[config.mk]
export PLATFORM = sky130hd
export DESIGN_NAME = lcd_ctrl
export DESIGN_NICKNAME = d
export VERILOG_FILES = /design/src/rtl/lcd_pkg.sv /design/src/rtl/lcd_nibble_tx.sv /design/src/rtl/lcd_ctrl.sv
export SDC_FILE = /design/constraint.sdc
export NUM_CORES = 1
export LEC_CHECK = 0
export ABC_AREA = 1
export CAP_MARGIN = 20
export CORE_MARGIN = 3
export CORE_UTILIZATION = 55
export DETAILED_ROUTE_END_ITERATION = 10
export PLACE_DENSITY = 0.73
export SLEW_MARGIN = 40
export SYNTH_ARGS = -nofsm -noshare
export SYNTH_HDL_FRONTEND = slang
export SYNTH_SLANG_ARGS = --single-unit
[constraint.sdc]
create_clock -name clk -period 6.4 [get_ports clk]
set_input_delay 1.6 -clock clk [delete_from_list [all_inputs] [get_ports clk]]
set_output_delay 1.6 -clock clk [all_outputs]
set_load 0.05 [all_outputs]
[src/rtl/lcd_pkg.sv]
// Shared constants, state types and default 50 MHz timing for the HD44780 controller.
// Build option: define LCD_CURSOR_EN to turn on the cursor and blink in the display-control byte.
package lcd_pkg;

  localparam logic [7:0] CMD_FUNC_SET = 8'h28;
  localparam logic [7:0] CMD_ENTRY    = 8'h06;
  localparam logic [7:0] CMD_DISP_ON  = 8'h0C;
  localparam logic [7:0] CMD_DISP_CUR = 8'h0F;
  localparam logic [7:0] CMD_CLEAR    = 8'h01;
  localparam logic [7:0] CMD_LINE1    = 8'h80;
  localparam logic [7:0] CMD_LINE2    = 8'hC0;

`ifdef LCD_CURSOR_EN
  localparam logic [7:0] CMD_DISP_CTRL = CMD_DISP_CUR;
`else
  localparam logic [7:0] CMD_DISP_CTRL = CMD_DISP_ON;
`endif

  // Init nibbles travel as the upper half of a byte sent in single-nibble mode
  localparam logic [7:0] INIT_NIB_3 = 8'h30;
  localparam logic [7:0] INIT_NIB_2 = 8'h20;

  localparam logic [3:0] STEP_REFRESH = 4'd8;

  localparam int DEF_T_PWRUP  = 750000;
  localparam int DEF_T_INIT1  = 205000;
  localparam int DEF_T_INIT2  = 5000;
  localparam int DEF_T_CMD    = 2000;
  localparam int DEF_T_CLEAR  = 82000;
  localparam int DEF_T_SETUP  = 2;
  localparam int DEF_T_EPULSE = 12;
  localparam int DEF_T_NIBGAP = 50;

  typedef enum logic [1:0] {ST_PWRUP, ST_BUSY, ST_WAIT} ctrl_state_e;
  typedef enum logic [1:0] {TX_IDLE, TX_SETUP, TX_PULSE, TX_GAP} tx_state_e;

endpackage

[src/rtl/lcd_nibble_tx.sv]
// Sends one byte as two enable strobes (upper then lower nibble), or only the upper
// nibble in single mode; done is high in the cycle whose closing edge drops the last strobe.
module lcd_nibble_tx
  import lcd_pkg::*;
#(
  parameter int T_SETUP  = DEF_T_SETUP,
  parameter int T_EPULSE = DEF_T_EPULSE,
  parameter int T_NIBGAP = DEF_T_NIBGAP
) (
  input  logic       clk,
  input  logic       rst,
  input  logic       start,
  input  logic [7:0] byte_in,
  input  logic       rs_in,
  input  logic       single_in,
  output logic       done,
  output logic       lcd_rs,
  output logic       lcd_e,
  output logic [3:0] lcd_d
);

  localparam logic [15:0] SETUP_LAST  = 16'(T_SETUP - 1);
  localparam logic [15:0] PULSE_LAST  = 16'(T_EPULSE - 1);
  localparam logic [15:0] NIBGAP_LAST = 16'(T_NIBGAP - 1);

  tx_state_e   state_q, state_d;
  logic [15:0] cnt_q, cnt_d;
  logic [7:0]  byte_q, byte_d;
  logic        single_q, single_d;
  logic        lower_q, lower_d;
  logic        rs_q, rs_d;
  logic        e_q, e_d;
  logic [3:0]  d_q, d_d;

  always_ff @(posedge clk) begin
    if (rst) begin
      state_q  <= TX_IDLE;
      cnt_q    <= '0;
      byte_q   <= '0;
      single_q <= 1'b0;
      lower_q  <= 1'b0;
      rs_q     <= 1'b0;
      e_q      <= 1'b0;
      d_q      <= '0;
    end else begin
      state_q  <= state_d;
      cnt_q    <= cnt_d;
      byte_q   <= byte_d;
      single_q <= single_d;
      lower_q  <= lower_d;
      rs_q     <= rs_d;
      e_q      <= e_d;
      d_q      <= d_d;
    end
  end

  always_comb begin
    state_d  = state_q;
    cnt_d    = cnt_q;
    byte_d   = byte_q;
    single_d = single_q;
    lower_d  = lower_q;
    rs_d     = rs_q;
    e_d      = e_q;
    d_d      = d_q;
    case (state_q)
      TX_IDLE: if (start) begin
        // Byte and rs are captured here so later buffer changes cannot disturb this transfer
        byte_d   = byte_in;
        rs_d     = rs_in;
        single_d = single_in;
        lower_d  = 1'b0;
        d_d      = byte_in[7:4];
        cnt_d    = '0;
        state_d  = TX_SETUP;
      end
      TX_SETUP: if (cnt_q == SETUP_LAST) begin
        e_d     = 1'b1;
        cnt_d   = '0;
        state_d = TX_PULSE;
      end else cnt_d = cnt_q + 16'd1;
      TX_PULSE: if (cnt_q == PULSE_LAST) begin
        e_d     = 1'b0;
        cnt_d   = '0;
        state_d = (single_q || lower_q) ? TX_IDLE : TX_GAP;
      end else cnt_d = cnt_q + 16'd1;
      TX_GAP: if (cnt_q == NIBGAP_LAST) begin
        d_d     = byte_q[3:0];
        lower_d = 1'b1;
        cnt_d   = '0;
        state_d = TX_SETUP;
      end else cnt_d = cnt_q + 16'd1;
      default: state_d = TX_IDLE;
    endcase
  end

  always_comb begin
    done   = (state_q == TX_PULSE) && (cnt_q == PULSE_LAST) && (single_q || lower_q);
    lcd_rs = rs_q;
    lcd_e  = e_q;
    lcd_d  = d_q;
  end

endmodule

[src/rtl/lcd_ctrl.sv]
// HD44780 4-bit controller for a 2x16 panel: power-on init, then endless refresh from a 32-byte buffer.
// Build option: LCD_CURSOR_EN selects the cursor/blink display-control byte.
module lcd_ctrl
  import lcd_pkg::*;
#(
  parameter int T_PWRUP  = DEF_T_PWRUP,
  parameter int T_INIT1  = DEF_T_INIT1,
  parameter int T_INIT2  = DEF_T_INIT2,
  parameter int T_CMD    = DEF_T_CMD,
  parameter int T_CLEAR  = DEF_T_CLEAR,
  parameter int T_SETUP  = DEF_T_SETUP,
  parameter int T_EPULSE = DEF_T_EPULSE,
  parameter int T_NIBGAP = DEF_T_NIBGAP
) (
  input  logic       clk,
  input  logic       rst,
  input  logic [7:0] mem_bus,
  output logic [4:0] mem_addr,
  output logic       lcd_rs,
  output logic       lcd_rw,
  output logic       lcd_e,
  output logic [3:0] lcd_d
);

  localparam logic [31:0] PWRUP_LAST = 32'(T_PWRUP - 1);

  ctrl_state_e state_q, state_d;
  logic [31:0] cnt_q, cnt_d;
  logic [31:0] wait_len_q, wait_len_d;
  logic [3:0]  step_q, step_d;
  logic [4:0]  addr_q, addr_d;
  logic        cmd_next_q, cmd_next_d;

  logic        start, tx_done, tx_rs, tx_single;
  logic [7:0]  tx_byte;
  logic [31:0] item_wait;

  always_ff @(posedge clk) begin
    if (rst) begin
      state_q    <= ST_PWRUP;
      cnt_q      <= '0;
      wait_len_q <= '0;
      step_q     <= '0;
      addr_q     <= '0;
      cmd_next_q <= 1'b1;
    end else begin
      state_q    <= state_d;
      cnt_q      <= cnt_d;
      wait_len_q <= wait_len_d;
      step_q     <= step_d;
      addr_q     <= addr_d;
      cmd_next_q <= cmd_next_d;
    end
  end

  always_comb begin
    state_d    = state_q;
    cnt_d      = cnt_q;
    wait_len_d = wait_len_q;
    step_d     = step_q;
    addr_d     = addr_q;
    cmd_next_d = cmd_next_q;
    case (state_q)
      ST_PWRUP, ST_WAIT: cnt_d = cnt_q + 32'd1;
      ST_BUSY: if (tx_done) begin
        state_d = ST_WAIT;
        cnt_d   = '0;
      end
      default: state_d = ST_PWRUP;
    endcase
    // Advancing the index as a character starts leaves a full byte time for the buffer read
    if (start) begin
      state_d    = ST_BUSY;
      cnt_d      = '0;
      wait_len_d = item_wait;
      if (step_q != STEP_REFRESH) step_d = step_q + 4'd1;
      else if (cmd_next_q) cmd_next_d = 1'b0;
      else begin
        addr_d     = addr_q + 5'd1;
        cmd_next_d = (addr_q[3:0] == 4'hF);
      end
    end
  end

  always_comb begin
    start = 1'b0;
    if (state_q == ST_PWRUP) start = (cnt_q == PWRUP_LAST);
    else if (state_q == ST_WAIT) start = (cnt_q == wait_len_q - 32'd1);
    tx_byte   = CMD_LINE1;
    tx_rs     = 1'b0;
    tx_single = 1'b0;
    item_wait = 32'(T_CMD);
    case (step_q)
      4'd0: begin tx_byte = INIT_NIB_3; tx_single = 1'b1; item_wait = 32'(T_INIT1); end
      4'd1: begin tx_byte = INIT_NIB_3; tx_single = 1'b1; item_wait = 32'(T_INIT2); end
      4'd2: begin tx_byte = INIT_NIB_3; tx_single = 1'b1; end
      4'd3: begin tx_byte = INIT_NIB_2; tx_single = 1'b1; end
      4'd4: tx_byte = CMD_FUNC_SET;
      4'd5: tx_byte = CMD_ENTRY;
      4'd6: tx_byte = CMD_DISP_CTRL;
      4'd7: begin tx_byte = CMD_CLEAR; item_wait = 32'(T_CMD + T_CLEAR); end
      default: begin
        if (cmd_next_q) tx_byte = addr_q[4] ? CMD_LINE2 : CMD_LINE1;
        else begin
          tx_byte = mem_bus;
          tx_rs   = 1'b1;
        end
      end
    endcase
  end

  lcd_nibble_tx #(
    .T_SETUP  (T_SETUP),
    .T_EPULSE (T_EPULSE),
    .T_NIBGAP (T_NIBGAP)
  ) u_tx (
    .clk       (clk),
    .rst       (rst),
    .start     (start),
    .byte_in   (tx_byte),
    .rs_in     (tx_rs),
    .single_in (tx_single),
    .done      (tx_done),
    .lcd_rs    (lcd_rs),
    .lcd_e     (lcd_e),
    .lcd_d     (lcd_d)
  );

  assign mem_addr = addr_q;
  assign lcd_rw   = 1'b0;

endmodule

==> metrics.cfg <==
[finish]
instances_no_fill=1141
antenna_cells=0
fin_area_um2=6460
layout.nets=1024
layout-drive-gt1-share_pct=4.78
utilization_pct=61.5
syn2layout_area_growth_pct=6.79
final_common_cell=nand2_1
multi_input_area_um2=3780
seqCellArea_um2=1660
fillers=1072
final_cell_mix=241 x nand2_1, 127 x nor2_1, 122 x nand3_1

[synth]
yosysWarnings=0
synth-simple-area-share_pct=44.6
synth_xor_area_share_pct=2.46
synth_top_cell_area_share_pct=27.5
synth_top_family_by_area=simple AND/OR/NAND/NOR gates
yosys.area.top_type=dfxtp_1
synthMuxAreaShare_pct=0
synth-seq-cells=83
syn_area_um2=6050
synthFlopType=dfxtp_1
synth.avg_cell_area_um2=6.08
ys_types=43
synth-async-reset-ratio_pct=0
yosys-top-cells-area=dfxtp_1 27%, nand2_1 15%, nand3_1 10%
synth_compound_area_share_pct=12.6
synth_edf_count=0
syn-instance-count=994
synth_fp_nets=1018
seq_area_frac_synth_pct=27.5
synthAdderAreaFrac_pct=2.90

[run_status]
status=complete, no violations

[setup_path]
required_ns=4.80
crit_path_max_incr_delay_ns=0.84
crit_family=buffers and inverters
cp.arrival_ns=1.62
end_kind=output pin
crit_buf_inv=1
critPathKind=flop to output pin
crit_slowest_cell=clkdlybuf4s50_1
cp_cell_sequence=clkdlybuf4s50_1
critPathLaunchType=flop
crit_path_max_fanout=5

[clock_network]
cts_hold_buf=0
cts_buffers=9
insertion_delay_ns=0.37
clk_pin_slew_ns=0.09
cts_sinks=83
post_cts_buffers=0
clockBufferDepth=2
cts_resized=0
htree_levels=3
cts_tree=yes
cts_root_buffer=clkbuf_8

[timing]
skew_ns=0.0156
drv_slew=0
relSlewSlack_pct=58.3
timing.final.ws_setup_ns=3.18
fmax_mhz=310
worst_pin_slew_ns=0.625
holdWs_ns=0.470
rsz0062_at_grt=false
setup_viol=0
finalCriticalPeriod_ns=3.22
fin_crit_sh_pct=50.4
hold_viol_final=0
fin_tns_setup_ns=0

[drt]
drcViolationCount=0
wl_per_cell_um=15.5
vias=6597
dr.pass1.iters=5
drt-total-wl_um=17700
drt_iter0_markers=518
viasPerCell=5.78
ant_nets=0

[job]
drv_cap=0

[place]
dp_worst_setup_slack_ns=3.06
routabilityCongestion=0.984
io_buffers=20
dp.cells=1125
placed_cell_area_um2=6280
place_hpwl_um=13600

[floorplan]
die_x_um=111
rows=37
ios=22
fp.dieArea_um2=12300
start_util_pct=57.6
core_area_um2=10500
fp.dieH_um=111

[global_route]
grt_pass1_wl_um=30000
grt_antenna_before_repair=0
grt_max_degree=33
grt_pass1_vias=6283
track_usage_pct=29.3
grt-ovfl-total=0

[power_and_ir_drop]
peakVddDrop_mv=0.240
pwr_density_cell_nw_per_um2=196
p_leak_nw=2.62
finalPower_mw=1.27

[worst_hold_path]
hp-class=flop to flop

==> state kept, by name (all words and copies together), names as in the netlist <==
register,count
step_q,4
mem_addr,5
state_q,2
cnt_q,32
u_tx.byte_q,4
u_tx.single_q,1
cmd_next_q,1
u_tx.state_q,2
u_tx.lcd_e,1
u_tx.lcd_d,4
u_tx.lcd_rs,1
u_tx.cnt_q,16
wait_len_q,9
u_tx.lower_q,1
==> synthesized netlist by cell type (all sizes together), types with 5 or more instances <==
master / number
nand2: 249
nor2: 133
nand3: 125
inv: 115
dfxtp: 83
o21ai: 61
a21oi: 51
nor3: 32
nand4: 30
clkbuf: 17
nor4: 15
ha: 14
xor2: 13
buf: 10
a31oi: 7
o22ai: 5
==> final cells by class <==
cell class              instances  share of cell area (%)
well taps                     136                    2.63
inverters                     119                    6.95
clock inverters                 7                   0.872
flip-flops and latches         83                    25.7
multi-input cells             765                    58.6
clock buffers                   9                    1.92
repair buffers                 22                    3.33
==> metal layers <==
| layer | vias to the layer above | routed length, um | global-route usage, % |
|---|---|---|---|
| li1 | 3313 | - | - |
| met1 | 2939 | 7770 | 37.3 |
| met2 | 279 | 7810 | 46.4 |
| met3 | 66 | 1210 | 4.80 |
| met4 | 0 | 944 | 17.6 |
| met5 | - | 0 | 0 |
==> final timing paths <==
check,start,to,slack [ns],depth (start not counted)
worst min-delay path,u_tx.lower_q,u_tx.lower_q,0.47,2
worst max-delay path,mem_addr[2],mem_addr[2],3.18,1
worst max register to register,wait_len_q[3],u_tx.cnt_q[0],3.20,14
worst min register to register,u_tx.lower_q,u_tx.lower_q,0.47,2
==> worst min-delay path: cells and delay by family (launching register included) <==
family | cells | cell delay (ns)
AOI/OAI and AO/OA | 1 | 0.05
DFF | 1 | 0.32
and+or+nand+nor | 1 | 0.06
==> cell families after synthesis <==
logic type | Yosys count
buffers and inverters | 146
flip-flops | 83
adder cells (fa/ha/maj) | 14
XOR/XNOR | 17
AO/OA/AOI/OAI | 139
other | 1
AND/OR/NAND/NOR | 594
==> report_power, final <==
part	total, mW	internal (mW)	switching (mW)
registers	0.571	0.549	0.0222
logic	0.340	0.100	0.239
clock network	0.357	0.147	0.210
total	1.27	0.797	0.471
No activity file was read; power rests on OpenSTA's default activity.
